File: config.mk
export PLATFORM = sky130hd
export DESIGN_NAME = seq_shift_add_mul
export DESIGN_NICKNAME = d
export VERILOG_FILES = /design/src/rtl/seq_shift_add_mul.sv
export SDC_FILE = /design/constraint.sdc
export NUM_CORES = 1
export LEC_CHECK = 0
export ABC_CLOCK_PERIOD_IN_PS = 3400
export CAP_MARGIN = 25
export CORE_ASPECT_RATIO = 1.1
export CORE_MARGIN = 2
export CORE_UTILIZATION = 64
export DETAILED_ROUTE_END_ITERATION = 10
export DONT_BUFFER_PORTS = 1
export GPL_ROUTABILITY_DRIVEN = 0
export GPL_TIMING_DRIVEN = 0
export HOLD_SLACK_MARGIN = 0.03
export PLACE_DENSITY = 0.8
export RECOVER_POWER = 100
export SYNTH_ARGS = -nofsm -noshare
export SYNTH_HDL_FRONTEND = slang
export SYNTH_SLANG_ARGS = --single-unit
File: constraint.sdc
create_clock -name clk -period 3.4 [get_ports clk]
set_input_delay 0.85 -clock clk [delete_from_list [all_inputs] [get_ports clk]]
set_output_delay 0.85 -clock clk [all_outputs]
set_load 0.02 [all_outputs]
File: src/rtl/seq_shift_add_mul.sv
// Multi-cycle shift-add multiplier: WIDTH x WIDTH -> 2*WIDTH, one partial product per clock,
// signed or unsigned per operation, valid/ready on both sides, one multiply in flight.
module seq_shift_add_mul #(
  parameter int WIDTH = 8
) (
  input  logic               clk,
  input  logic               rst,
  input  logic               in_valid,
  output logic               in_ready,
  input  logic [WIDTH-1:0]   data_a,
  input  logic [WIDTH-1:0]   data_b,
  input  logic               signed_mode,
  output logic               out_valid,
  input  logic               out_ready,
  output logic [2*WIDTH-1:0] product,
  output logic               busy
);

  localparam int CW = $clog2(WIDTH + 1);
  localparam logic [WIDTH-1:0]   ONE_W  = 1;
  localparam logic [2*WIDTH-1:0] ONE_2W = 1;

  typedef enum logic [1:0] {IDLE, CALC, DONE} state_t;

  state_t             state, state_next;
  logic [2*WIDTH-1:0] mcand;
  logic [2*WIDTH-1:0] acc;
  logic [2*WIDTH-1:0] acc_sum;
  logic [WIDTH-1:0]   mplier;
  logic [WIDTH-1:0]   mag_a, mag_b;
  logic [CW-1:0]      cnt;
  logic               neg;
  logic               accept;
  logic               last_step;

  assign accept    = in_valid && in_ready;
  assign last_step = (cnt == CW'(1));

  // Signed operands are reduced to magnitudes; the most negative value maps to 2^(W-1), which fits.
  assign mag_a = (signed_mode && data_a[WIDTH-1]) ? (~data_a + ONE_W) : data_a;
  assign mag_b = (signed_mode && data_b[WIDTH-1]) ? (~data_b + ONE_W) : data_b;

  assign acc_sum = mplier[0] ? (acc + mcand) : acc;

  always_ff @(posedge clk or posedge rst) begin
    if (rst) begin
      state <= IDLE;
    end else begin
      state <= state_next;
    end
  end

  always_comb begin
    state_next = state;
    case (state)
      IDLE:    if (in_valid)  state_next = CALC;
      CALC:    if (last_step) state_next = DONE;
      DONE:    if (out_ready) state_next = IDLE;
      default:                state_next = IDLE;
    endcase
  end

  always_comb begin
    in_ready  = 1'b0;
    out_valid = 1'b0;
    busy      = 1'b0;
    case (state)
      IDLE:    in_ready  = 1'b1;
      CALC:    busy      = 1'b1;
      DONE: begin
        out_valid = 1'b1;
        busy      = 1'b1;
      end
      default: in_ready  = 1'b0;
    endcase
  end

  always_ff @(posedge clk or posedge rst) begin
    if (rst) begin
      mcand   <= '0;
      mplier  <= '0;
      acc     <= '0;
      cnt     <= '0;
      neg     <= 1'b0;
      product <= '0;
    end else if (accept) begin
      mcand  <= {{WIDTH{1'b0}}, mag_a};
      mplier <= mag_b;
      acc    <= '0;
      cnt    <= CW'(WIDTH);
      neg    <= signed_mode && (data_a[WIDTH-1] ^ data_b[WIDTH-1]);
    end else if (state == CALC) begin
      acc    <= acc_sum;
      mcand  <= mcand << 1;
      mplier <= mplier >> 1;
      cnt    <= cnt - CW'(1);
      // Two's-complement negation of zero is zero, so no negative-zero special case is needed.
      if (last_step) begin
        product <= neg ? (~acc_sum + ONE_2W) : acc_sum;
      end
    end
  end

endmodule

Word-level counts from Yosys, hierarchy flattened:

Cells that the tools add are included.

* flip-flop bits (word level): 63
* output and inout bits: 19
* word-level logic and storage cells: 51
* input port bits: 21

* bitwise gates (word level): 5
* equal/unequal tests: 6
* $add $sub $neg: 5
* multiplexer cells: 19
* reduce and logical (&&, ||, !) cells: 9

Operator list (count)
* $mux W16: 6
* $mux W8: 4
* $add A16 B1 Y16 const B: 1
* $add A16 B16 Y16: 1
* $add A8 B1 Y8 const B: 2
* $not A16 Y16: 1
* $not A8 Y8: 2
* $mux W4: 2
* $mux W2: 3
* $ne A2 B2 Y1 const B: 3
* $pmux W2 S3: 1
* $reduce_and A3 Y1: 2
* $eq A4 B1 Y1 const B: 1
* $logic_and A1 B1 Y1: 4
* $sub A4 B1 Y4 const B: 1
* $mux W1: 3
* $eq A2 B1 Y1 const B: 1
* $eq A2 B2 Y1 const B: 1
* $logic_not A2 Y1: 1
* $reduce_bool A2 Y1: 1
* $reduce_or A2 Y1: 1
* $not A1 Y1: 1
* $xor A1 B1 Y1: 1

Longest topological paths before layout:

* depth in word-level cells: 5
* gate-level depth with buffers: 11
* mapped depth without buffers: 11

Least setup slack after synthesis:

No wires, ideal clock.

* kind: reg2reg
* start: register mcand[0]
* end: register product[13]
* path buffers: 0
* data required time: 3.275 ns
* arrival: 2.950 ns
* stages on the path, launching flop included: 12
* setup slack: 0.325 ns
* cells stage by stage: dfrtp_1 > ha_1 > fa_1 > a211oi_2 > o31a_1 > a2111o_1 > nand3_1 > or2_1 > nor4_1 > a21oi_1 > xnor2_1 > mux2_2

* cells in the longest elaborated chain, start to end: 5

Ends and longest elaborated chain
* start, declared: line 26 `logic [2*WIDTH-1:0] mcand;`
* start signal, assigned: line 87 `mcand <= {{WIDTH{1'b0}}, mag_a};`
* start signal, assigned: line 94 `mcand <= mcand << 1;`
* $add A16 B16 Y16 (*): line 43 `assign acc_sum = mplier[0] ? (acc + mcand) : acc;`
* $mux W16 (*): line 43
* $not A16 Y16: line 99 `product <= neg ? (~acc_sum + ONE_2W) : acc_sum;`
* $add A16 B1 Y16: line 99
* $mux W16 (*): line 99
* end signal, assigned: line 99
* end, declared: line 15 `output logic [2*WIDTH-1:0] product,`

Mark *: on every way between the ends. The rest lies on a longest branch, timed or not.
A chain may end at the register's enable or synchronous reset.

Final worst setup path:

Same ends and word-level chain as after synthesis.

==> metrics <==
Layout fillers 510; area grow syn2layout 8.71%; Setup TNS 0 ns; largest net degree at the start of global routing 45; Die Span Y 89.3 um; relative slew slack -28.9%; CP Data Arrival Time 3.51 ns; Clk Latency, worst-skew pair 0.35 ns; distinct cell type count after synthesis 61; multi-input logic area around 0.0025 mm^2; max frequency 0.306 GHz; H-tree levels 3; antenna fix cells 0; Max Slew Vio Count 45; crit path kind flop to flop; final wirelength 9.79 mm; Overflow after GRT 0; Worst EP required 3.64 ns; Main synth FF type dfrtp_1; post-synthesis register bit count 63; worst slack, placed -0.0849 ns; Die W 81.6 um; Synth top area share around 37%; sequential element share of the synthesized area a little under two fifths; failing checks max-capacitance violations, max-slew violations; number of synthesized flops with an enable pin 0; Synth Cell Area roughly 0.0042 mm^2; fin worst setup slack 0.130 ns; initial antenna violation count 0; Port Buffers 0; CTS tree done; root buffer cell clkbuf_8; Tot GR Track Use 28.1%; io pins 40; drt initial violations 138; register area between 0.0015 and 0.002 mm^2; Slew @ Worst Pin 1.93 ns; clock skew just over 0.007 ns; Tcrit/Tclk final 96.2%; endpoints failing setup 0; Pleak 2.06 nW; maximum vdd drop 0.000634 V; DR DRC count 0; Reg clk slew, reported paths 0.07 ns; Startpoint Class flop; Hold Vio Cnt, Final 0; Final nets 534; share of layout cells above drive strength 1 6.69%; Synth async-reset ratio 100%; clock tree buffer depth 2; Final Hold Slack 0.504 ns; Synth Instances about 470; fin crit period 3.27 ns; antenna viol nets, final 0; # rows 31; Worst Hold Class primary input to asynchronous set/reset pin; PD cells 1040 mW/mm^2; core area 0.00652 mm^2; Worst Setup End Kind flop; Via density 6.32; # clock sinks 63; Power, Total between 4 and 5 mW; routed vias roughly 3600; total CTS buffers 9; CP Max Fanout 5; Avg Cell Area, Syn roughly 8.9 um^2; Starting Density 65.0%; Post-Syn Nets 520; status complete, but fails checks; max-cap violations 1; vias in the first global route 3501; Synth area leader dfrtp_1; post-DR wirelength/cell 17.0 um; TritonRoute pass-1 iters 5; die area between 0.007 and 0.008 mm^2; Yosys Warn Count 0; cell area after placement 0.00436 mm^2; dpl hpwl roughly 7.2 mm; first-pass GRT wire length 15.6 mm; design area around 0.0046 mm^2; top post-synthesis cells by area dfrtp_1 37%, mux2i_1 7.6%, ha_1 7.1%
[through the flow]
step	instances	util, %
after floorplan	474	-
after global placement	556	66.6
after detailed placement	557	66.9
after CTS	573	70.2
after global routing	575	70.7
final	575	70.7
[layout make-up]
class / instances / share of cell area, %
Inverter: 22 / 1.79
Sequential cell: 63 / 34.2
Clock buffer: 10 / 2.99
Multi-Input combinational cell: 368 / 55.0
Timing Repair Buffer: 3 / 0.598
Clock inverter: 6 / 1.49
Buffer: 21 / 1.71
Tap cell: 82 / 2.23
[critical path, cell delays in order, from the launching register on]
cell      delay, ns
dfrtp_1        0.40
ha_2           0.22
fa_2           0.38
a211oi_4       0.29
o31a_1         0.28
a2111o_1       0.18
nand3_1        0.21
or2_0          0.36
nor4_4         0.29
a21oi_1        0.14
xnor2_1        0.15
mux2_2         0.26
[synth_stat cells (2+ instances only)]
cell type / instances
a211oi_1: 14
a21boi_0: 2
a21o_1: 4
a21oi_1: 24
a31oi_1: 5
and3_1: 4
clkbuf_1: 20
dfrtp_1: 63
ha_1: 24
inv_1: 22
mux2_2: 3
mux2i_1: 32
nand2_1: 48
nand2b_1: 2
nand3_1: 9
nand3b_1: 3
nand4_1: 3
nor2_1: 52
nor2b_1: 2
nor3_1: 9
nor3b_1: 3
nor4_1: 4
o2111ai_1: 2
o211ai_1: 4
o21a_1: 4
o21ai_0: 40
o21ba_2: 2
o311a_1: 2
o31a_1: 3
o31ai_1: 2
or3_1: 2
or4_1: 2
xnor2_1: 16
xor2_1: 16
[placed cells by master, fill, tap and decap left out, drive strengths merged, types with 4 or more instances in the layout]
cell / count
o21ai: 41
inv: 23
a211oi: 16
clkbuf: 31
nor2: 52
clkinvlp: 4
nor3: 9
o21a: 5
ha: 24
nand3: 9
o211ai: 4
mux2i: 32
and3: 4
a21o: 4
nand2: 48
xnor2: 16
a31oi: 5
nor4: 4
a21oi: 24
xor2: 16
dfrtp: 63
[per-layer routing]
layer | vias up | GRT usage, % | share of wire [%]
met2 | 108 | 49.6 | 52
li1 | 1722 | - | -
met1 | 1782 | 33.6 | 42
met4 | 0 | 12.6 | 2.8
met3 | 24 | 4.55 | 3.8
met5 | - | 0 | 0
[sequential cells by signal, summed over array words and instances (netlist names)]
register and cells:
acc 16, mcand 16, product 16, mplier 8, cnt 4, state 2
neg 1
[logic make-up after synthesis]
kind of cell	after synthesis	share of synthesized area (%)
simple gates	150	16.7
compound gates	126	19.8
flops	63	37.2
buf+inv	43	3.81
mux	35	8.36
xor+xnor	32	6.61
fa+ha+maj	25	7.56
[path summary, 6_finish.rpt]
kind	from	endpoint	slack (ns)	cells past startpoint
min in group clk	mplier[7]$_DFFE_PP0P_	mplier[7]$_DFFE_PP0P_	0.54	2
max in group asynchronous	rst	mcand[4]$_DFFE_PP0P_	0.58	2
min	rst	state[0]$_DFFE_PP0P_	0.50	1
min reg2reg	mplier[7]$_DFFE_PP0P_	mplier[7]$_DFFE_PP0P_	0.54	2
max reg2reg	mcand[0]$_DFFE_PP0P_	product[13]$_DFFE_PP0P_	0.13	11
max	mcand[0]$_DFFE_PP0P_	product[13]$_DFFE_PP0P_	0.13	11
[report_power, final]
| part | switching, mW | internal [mW] |
|---|---|---|
| Combinational | 1.65 | 1.09 |
| Sequential | 0.338 | 1.04 |
| Clock | 0.318 | 0.360 |
| Total | 2.31 | 2.49 |
[what timing repair did]
action                                  4_1_cts  5_1_grt
resized for setup                             1        5
hold buffers                                  0        0
pin swaps                                     0        3
endpoints found under the setup margin        2        4
gates cloned                                  0        0
setup buffers                                 0        2
Power figures use the tool's default switching activity.
